**config.mk**
```make
export PLATFORM = sky130hd
export DESIGN_NAME = spk_out_arb
export DESIGN_NICKNAME = d
export VERILOG_FILES = /design/src/rtl/node_pkg.sv /design/src/rtl/sync_fifo.sv /design/src/rtl/spk_out_arb.sv
export SDC_FILE = /design/constraint.sdc
export NUM_CORES = 1
export LEC_CHECK = 0
export ABC_AREA = 1
export BUFFER_PORTS_ARGS = -buffer_cell sky130_fd_sc_hd__buf_4
export CORE_MARGIN = 5
export CORE_UTILIZATION = 35
export CTS_BUF_LIST = sky130_fd_sc_hd__clkbuf_2
export DETAILED_ROUTE_END_ITERATION = 7
export SLEW_MARGIN = 20
export SYNTH_ARGS = -nofsm -noshare
export SYNTH_HDL_FRONTEND = slang
export SYNTH_HIERARCHICAL = 1
export SYNTH_SLANG_ARGS = --single-unit
```
**constraint.sdc**
```tcl
create_clock -name clk -period 3.7 [get_ports clk]
set_input_delay 0.185 -clock clk [delete_from_list [all_inputs] [get_ports clk]]
set_output_delay 0.185 -clock clk [all_outputs]
set_load 0.01 [all_outputs]
```
**src/rtl/node_pkg.sv**
```systemverilog
// Shared node definitions: flit geometry, packet-type encodings and source ids.
// Also used by config_ctrl.
package node_pkg;

   localparam int unsigned FW  = 59;
   localparam int unsigned FTW = 3;

   typedef enum logic [FTW-1:0] {
      PktSpike   = 3'b000,
      PktData    = 3'b001,
      PktDataEnd = 3'b010,
      PktWrite   = 3'b110,
      PktRead    = 3'b111
   } pkt_type_e;

   typedef enum logic {
      SrcConfig = 1'b0,
      SrcSoma   = 1'b1
   } src_e;

endpackage

```
**src/rtl/sync_fifo.sv**
```systemverilog
// Single-clock FIFO with registered occupancy count; full/empty decode from the count.
module sync_fifo #(
   parameter int unsigned W     = 8,
   parameter int unsigned DEPTH = 4,
   parameter int unsigned AW    = $clog2(DEPTH)
) (
   input  logic          clk,
   input  logic          rst_n,
   input  logic          push,
   input  logic          pop,
   input  logic [W-1:0]  din,
   output logic [W-1:0]  dout,
   output logic          full,
   output logic          empty,
   output logic [AW:0]   count
);

   localparam logic [AW:0] DepthCnt = (AW+1)'(DEPTH);

   logic [W-1:0]  mem_q [DEPTH];
   logic [AW-1:0] wr_ptr_q, rd_ptr_q;
   logic [AW:0]   count_q, count_d;
   logic          push_ok, pop_ok;

   assign full  = (count_q == DepthCnt);
   assign empty = (count_q == '0);
   assign count = count_q;
   assign dout  = mem_q[rd_ptr_q];

   // A push into a full FIFO is rejected even when a pop frees a slot this cycle.
   assign push_ok = push && !full;
   assign pop_ok  = pop && !empty;

   always_comb begin
      count_d = count_q;
      case ({push_ok, pop_ok})
         2'b10:   count_d = count_q + 1'b1;
         2'b01:   count_d = count_q - 1'b1;
         default: count_d = count_q;
      endcase
   end

   always_ff @(posedge clk or negedge rst_n) begin
      if (!rst_n) begin
         wr_ptr_q <= '0;
         rd_ptr_q <= '0;
         count_q  <= '0;
      end else begin
         if (push_ok) wr_ptr_q <= wr_ptr_q + 1'b1;
         if (pop_ok)  rd_ptr_q <= rd_ptr_q + 1'b1;
         count_q <= count_d;
      end
   end

   always_ff @(posedge clk) begin
      if (push_ok) mem_q[wr_ptr_q] <= din;
   end

endmodule

```
**src/rtl/spk_out_arb.sv**
```systemverilog
// Node output stage: two source FIFOs, round-robin arbiter and a registered
// valid/ready output towards the router.
module spk_out_arb #(
   parameter int unsigned FW    = node_pkg::FW,
   parameter int unsigned FTW   = node_pkg::FTW,
   parameter int unsigned DEPTH = 4,
   parameter int unsigned AW    = 2
) (
   input  logic          clk,
   input  logic          rst_n,
   input  logic          config_spk_out_we,
   input  logic [FW-1:0] config_spk_out_wdata,
   output logic          spk_out_config_full,
   input  logic          soma_spk_out_we,
   input  logic [FW-1:0] soma_spk_out_wdata,
   output logic          spk_out_soma_full,
   output logic          spk_out_valid,
   output logic [FW-1:0] spk_out_data,
   input  logic          router_spk_out_ready,
   output logic [1:0]    spk_out_ovf
);

   import node_pkg::*;

   logic [FW-1:0] cfg_head, soma_head;
   logic          cfg_empty, soma_empty;
   logic          cfg_pop, soma_pop;
   logic [AW:0]   cfg_count, soma_count;

   logic          valid_q, valid_d;
   logic [FW-1:0] data_q, data_d;
   src_e          last_grant_q, last_grant_d;
   logic [1:0]    ovf_q, ovf_d;
   logic          load_en;

   sync_fifo #(
      .W     (FW),
      .DEPTH (DEPTH),
      .AW    (AW)
   ) u_cfg_fifo (
      .clk   (clk),
      .rst_n (rst_n),
      .push  (config_spk_out_we),
      .pop   (cfg_pop),
      .din   (config_spk_out_wdata),
      .dout  (cfg_head),
      .full  (spk_out_config_full),
      .empty (cfg_empty),
      .count (cfg_count)
   );

   sync_fifo #(
      .W     (FW),
      .DEPTH (DEPTH),
      .AW    (AW)
   ) u_soma_fifo (
      .clk   (clk),
      .rst_n (rst_n),
      .push  (soma_spk_out_we),
      .pop   (soma_pop),
      .din   (soma_spk_out_wdata),
      .dout  (soma_head),
      .full  (spk_out_soma_full),
      .empty (soma_empty),
      .count (soma_count)
   );

   // Arbitration and output-register load.
   always_comb begin
      valid_d      = valid_q;
      data_d       = data_q;
      last_grant_d = last_grant_q;
      cfg_pop      = 1'b0;
      soma_pop     = 1'b0;
      load_en      = !valid_q || router_spk_out_ready;
      if (load_en) begin
         if (!cfg_empty && (soma_empty || last_grant_q == SrcSoma)) begin
            cfg_pop      = 1'b1;
            data_d       = cfg_head;
            valid_d      = 1'b1;
            last_grant_d = SrcConfig;
         end else if (!soma_empty) begin
            soma_pop     = 1'b1;
            data_d       = soma_head;
            valid_d      = 1'b1;
            last_grant_d = SrcSoma;
         end else begin
            valid_d      = 1'b0;
         end
      end
   end

   assign ovf_d = ovf_q | {soma_spk_out_we && spk_out_soma_full,
                           config_spk_out_we && spk_out_config_full};

   always_ff @(posedge clk or negedge rst_n) begin
      if (!rst_n) begin
         valid_q      <= 1'b0;
         data_q       <= '0;
         last_grant_q <= SrcSoma;
         ovf_q        <= '0;
      end else begin
         valid_q      <= valid_d;
         data_q       <= data_d;
         last_grant_q <= last_grant_d;
         ovf_q        <= ovf_d;
      end
   end

   assign spk_out_valid = valid_q;
   assign spk_out_data  = data_q;
   assign spk_out_ovf   = ovf_q;

   // Flits pass through opaque; counts and the type field are not needed here.
   logic unused_sigs;
   assign unused_sigs = ^{cfg_count, soma_count, data_q[FW-1:FW-FTW]};

endmodule

```
After elaboration in Yosys (flattened, before gate mapping):

Memory sizes are Yosys's and may differ from the RTL's.
Index checks and enable logic that the tools add are counted.
W data, S select, Z words.

* memory bits (read-only): 0
* memories kept: 2
* bits in registers: 77
* latch bits: 0
* word-level logic and storage cells: 63
* bits in writable memories: 472
* bits of input ports: 123
* output and inout port bits: 64

* div/mod/pow operators: 0
* magnitude comparators: 0
* equality and inequality tests: 7
* reductions and logical operators: 19
* add/subtract/negate cells: 8
* mux-type cells: 16
* shift operators: 0
* bitwise operators: 1
* multiply operators: 0

Memories
* u_cfg_fifo.mem_q: depth 4, bits a word 59, rd ports 1, clocked after Yosys merged registers in 0, write ports 1, line sync_fifo.sv:20 `logic [W-1:0] mem_q [DEPTH];`
* u_soma_fifo.mem_q: depth 4, bits a word 59, rd ports 1, clocked after Yosys merged registers in 0, write ports 1, line sync_fifo.sv:20

Operators by type and width (number)
* $mux W59: 2
* $mux W1: 12
* $pmux W3 S2: 2
* $add A2 B1 Y2 const B: 4
* $logic_and A1 B1 Y1: 7
* $add A3 B1 Y3 const B: 2
* $eq A3 B3 Y1 const B: 2
* $logic_not A3 Y1: 2
* $sub A3 B1 Y3 const B: 2
* $logic_not A1 Y1: 5
* $eq A2 B1 Y1 const B: 2
* $eq A2 B2 Y1 const B: 2
* $reduce_bool A2 Y1: 2
* $logic_or A1 B1 Y1: 2
* $ne A2 B1 Y1 const B: 1
* $or A2 B2 Y2: 1
* $reduce_and A2 Y1: 1

Logic depth before layout (Yosys ltp):

* depth in word-level cells: 8
* depth in mapped cells: 17
* gate-level depth less buffers: 16

Cells and area by module:

Netlist, hierarchy kept.

By module, submodules not included
* sync_fifo (u_soma_fifo): instances 1, cells each 750, area each 9964.6 um^2
* sync_fifo (u_cfg_fifo): instances 1, cells each 750, area each 9879.5 um^2
* spk_out_arb: instances 1, cells each 522, area each 3562.2 um^2

Worst setup path after synthesis:

OpenSTA, ideal clock, no wires.

* path kind: register -> register
* start: register u_cfg_fifo.count_q[0] (netlist: u_cfg_fifo/count[0])
* end: memory u_cfg_fifo/mem_q[0][0] in the netlist's numbering, enable pin
* stages on the path, launching flop included: 5
* arrival time: 3.176 ns
* data required time: 3.224 ns
* path slack: 0.048 ns
* cell sequence: dfrtp_1 inv_1 nand3_1 nand2_1 nor2_1

* cells in the longest elaborated chain, start to end: 5

RTL lines
* from (decl): line sync_fifo.sv:22 `logic [AW:0] count_q, count_d;`
* from (signal assigned): line sync_fifo.sv:51 `count_q <= count_d;`
* $eq A3 B3 Y1: line sync_fifo.sv:25 `assign full = (count_q == DepthCnt);`
* $logic_not A1 Y1: line sync_fifo.sv:31 `assign push_ok = push && !full;`
* $logic_and A1 B1 Y1: line sync_fifo.sv:31
* $mux W1: line sync_fifo.sv:56 `if (push_ok) mem_q[wr_ptr_q] <= din;`
* $mux W1 (implied by the code): line sync_fifo.sv:56
* to (decl): line sync_fifo.sv:20

No other way between the ends.

Worst setup path in the final report:

* start: register u_soma_fifo.count_q[0] (netlist: u_soma_fifo/count[0])
* end: register data_q[1] (netlist: spk_out_data[1])

* cells in the longest elaborated chain, start to end: 5
* elaborated cells between the ends (all ways): 6

RTL lines
* from (decl): line sync_fifo.sv:22
* from (signal assigned): line sync_fifo.sv:51
* $logic_not A3 Y1 (*): line sync_fifo.sv:26 `assign empty = (count_q == '0);`
* named net soma_empty: line spk_out_arb.sv:26 `logic cfg_empty, soma_empty;`
* $logic_or A1 B1 Y1: line spk_out_arb.sv:77 `if (!cfg_empty && (soma_empty || last_grant_q == SrcSoma)) begin`
* $logic_and A1 B1 Y1: line spk_out_arb.sv:77
* $ne A2 B1 Y1 (no line)
* $reduce_and A2 Y1 (no line)
* to (signal assigned): line spk_out_arb.sv:104 `data_q <= data_d;`
* to (decl): line spk_out_arb.sv:31 `logic [FW-1:0] data_q, data_d;`

Mark *: on every way through the listed nets, which the timed path passes. The rest lies on a longest branch.
A chain may end at the register's enable or synchronous reset.

==> qor.yml <==
clocking:
  htree_levels: 4
  holdBufCountCts: 246
  cts_resized: 0
  clock_sinks: 549
  cts_setup_buffers: 0
  clkLatencyLatePin_ns: 1.27
  clock_tree.buffer_depth: 3
  cts_buffers: 141
  path_clk_slew_ns: 0.11
  cts_tree: "yes"
  cts-root-buf: "clkbuf_2"
global_route:
  grt_pass1_wl_um: 89200
  antenna_found_initial: 5
  track_usage_pct: 16.1
  grt_max_degree: 115
  overflow: 0
  grt_pass1_vias: 16300
yosys:
  synth_nets: 2157
  synthTopCellsByArea: "edfxtp_1 61%, nand2_1 9.1%, dfrtp_1 8.1%"
  yosysSeqAreaShare_pct: 68.8
  yosys_warnings: 6
  synth_top_area_share_pct: 60.6
  synthesis.instances: 2022
  syn_area_per_cell_um2: 11.6
  yosysTopAreaCell: "edfxtp_1"
  synth_seq_cells: 549
  netlist_area_um2: 23400
  yosys.cell_types.count: 25
floorplan:
  die-area_um2: 72100
  ios: 187
  rows: 94
  fp.dieH_um: 269
  start_util_pct: 35.4
  coreArea_um2: 66100
  fp.dieW_um: 269
sta:
  hold_slack_ns: 0.234
  clock.fmax_mhz: 390
  rsz0062_at_grt: "false"
  slew_viol_final: 0
  clock_skew_ns: 0.0637
  min_period_ns: 2.56
  tns_ns: 0
  setup_viol: 0
  finalHoldViolations: 0
  worstMarginPinSlew_ns: 0.996
  relSlewSlack_pct: 33.6
  finalCritPeriodShare_pct: 69.3
layout:
  layout_commonest_cell: "nand2_1"
  multi_input_area_um2: 5040
  seq_area_um2: 16100
  area_delta_synth_final_pct: 24.5
  nFillCells: 6295
  layout-drive-gt1-share_pct: 18.4
  final_cell_mix: "569 x nand2_1, 472 x edfxtp_1, 388 x inv_1, 245 x dlygate4sd3_1, 223 x o211ai_1"
  finalNetCount: 2655
worst_setup_path:
  critPathLaunchType: "register"
  startpoint: "u_soma_fifo/count[0]$_DFFE_PN0P_"
  timing.rr.end: "spk_out_data[1]$_DFFE_PN0P_"
  crit_arrival_ns: 3.72
  end_kind: "register"
  crit_type: "register to register"
  r2r-start: "u_soma_fifo/count[0]$_DFFE_PN0P_"
  reg2reg_depth: 8
  critPathCapture: "spk_out_data[1]$_DFFE_PN0P_"
  r2r_setup_slack_ns: 1.14
  cp.required_ns: 4.86
  worstPathMaxFanout: 59
routing:
  drtIter0Drc: 991
  finalWirelength_um: 58100
  drc_errors: 0
  first_pass_iters: 5
  vias: 16100
  wire_per_inst_um: 16.7
  via_per_inst: 4.62
  ant_nets: 0
power:
  switching_power_mw: 8.54
  p_seq_share_pct: 42.2
  ir_worst_vdd_mv: 0.575
  p_clk_share_pct: 18.7
  p_leak_nw: 12.7
  swShare_pct: 40.3
  powerDensity_nw_per_um2: 727
  power.internal_mw: 12.7
  total_power_mw: 21.2
  pwr-share-comb_pct: 39.1
placement:
  port_buffers: 186
  dp_hpwl_um: 35800
  gp_congestion: 0.842
run:
  drv_cap: 0
worst_hold_path:
  min_path_type: "input port to register"
run_status:
  status: "finished clean"
[kinds of logic after synthesis]
family / synth area share [%]
buffers and inverters: 9.97
adders and majority gates: 0.706
xor gates and xnor gates: 0.0749
and+or+nand+nor: 12.4
AOI/OAI and AO/OA: 8.03
DFF: 68.8
[critical path: stages, from the launching register on]
cell	delay, ns
dfrtp_1	0.40
inv_1	0.14
nand3_1	0.19
inv_1	0.18
nand2_1	0.11
nand2_4	0.13
clkinv_2	0.73
nand3_1	0.45
nand2_1	0.08
[cells in the mapped netlist, drive strengths merged]
cell / n
a21oi: 2
inv: 394
dfrtp: 76
fa: 2
nor2: 9
nand2: 571
dfstp: 1
a21o: 2
xnor2: 2
nand4: 2
clkbuf: 13
edfxtp: 472
buf: 95
nand3: 132
o21ai: 3
ha: 10
o211ai: 236
[power groups by stage]
stage          Clock (mW)  Sequential, mW  Combinational (mW)
2_1_floorplan           0            9.07                5.64
3_3_place_gp            0            9.02                8.12
3_5_place_dp            0            9.05                8.26
4_1_cts              4.12            8.92                8.51
5_1_grt              4.47            9.05                9.36
6_report             3.97            8.94                8.30
[layer usage]
metal / GRT usage, % / routed length [um]
met2: 27.4 / 29200
met4: 4.96 / 1150
met1: 19.6 / 24000
met5: 0 / 13
met3: 5.12 / 3690
[how the worst min path moves through the flow]
stage,start,slack (ns),cells past startpoint,end
2_1_floorplan,rst_n,-0.11,0,spk_out_data[0]$_DFFE_PN0P_
3_3_place_gp,rst_n,0.23,1,spk_out_ovf[0]$_DFF_PN0_
6_report,config_spk_out_wdata[22],0.23,3,u_cfg_fifo/mem_q[1][22]$_DFFE_PP_
3_5_place_dp,rst_n,0.24,1,spk_out_ovf[0]$_DFF_PN0_
4_1_cts,soma_spk_out_wdata[21],0.04,3,u_soma_fifo/mem_q[2][21]$_DFFE_PP_
5_1_grt,soma_spk_out_wdata[15],0.1,3,u_soma_fifo/mem_q[2][15]$_DFFE_PP_
[cell type report]
class,count,area share (%)
Antenna cell,10,0.0858
Clock buffer,213,3.66
Clock inverter,17,0.326
Inverter,394,5.11
Multi-Input combinational cell,971,17.3
Sequential cell,549,55.2
Tap cell,864,3.71
Timing Repair Buffer,463,14.6
[flip-flops by register name, summed over array words and instances (netlist names)]
| name | cells |
|---|---|
| u_soma_fifo/wr_ptr_q | 2 |
| spk_out_valid | 1 |
| u_soma_fifo/mem_q | 236 |
| u_cfg_fifo/count | 3 |
| u_cfg_fifo/mem_q | 236 |
| spk_out_data | 59 |
| u_cfg_fifo/wr_ptr_q | 2 |
| u_soma_fifo/rd_ptr_q | 2 |
| spk_out_ovf | 2 |
| u_cfg_fifo/rd_ptr_q | 2 |
| last_grant_q | 1 |
| u_soma_fifo/count | 3 |
[through the flow]
stage / std cells / util, % / instance area [um2] / worst slack, ns
4_1_cts: 3471 / 44.1 / 29100 / 1.16
2_1_floorplan: 2022 / - / 23400 / 0.0478
3_5_place_dp: 2995 / 38.6 / 25500 / 1.25
6_report: 3481 / 44.1 / 29100 / 1.14
5_1_grt: 3475 / 44.1 / 29100 / 0.920
3_3_place_gp: 2995 / 38.6 / 25500 / 1.34
(Power assumes the default switching activity.)
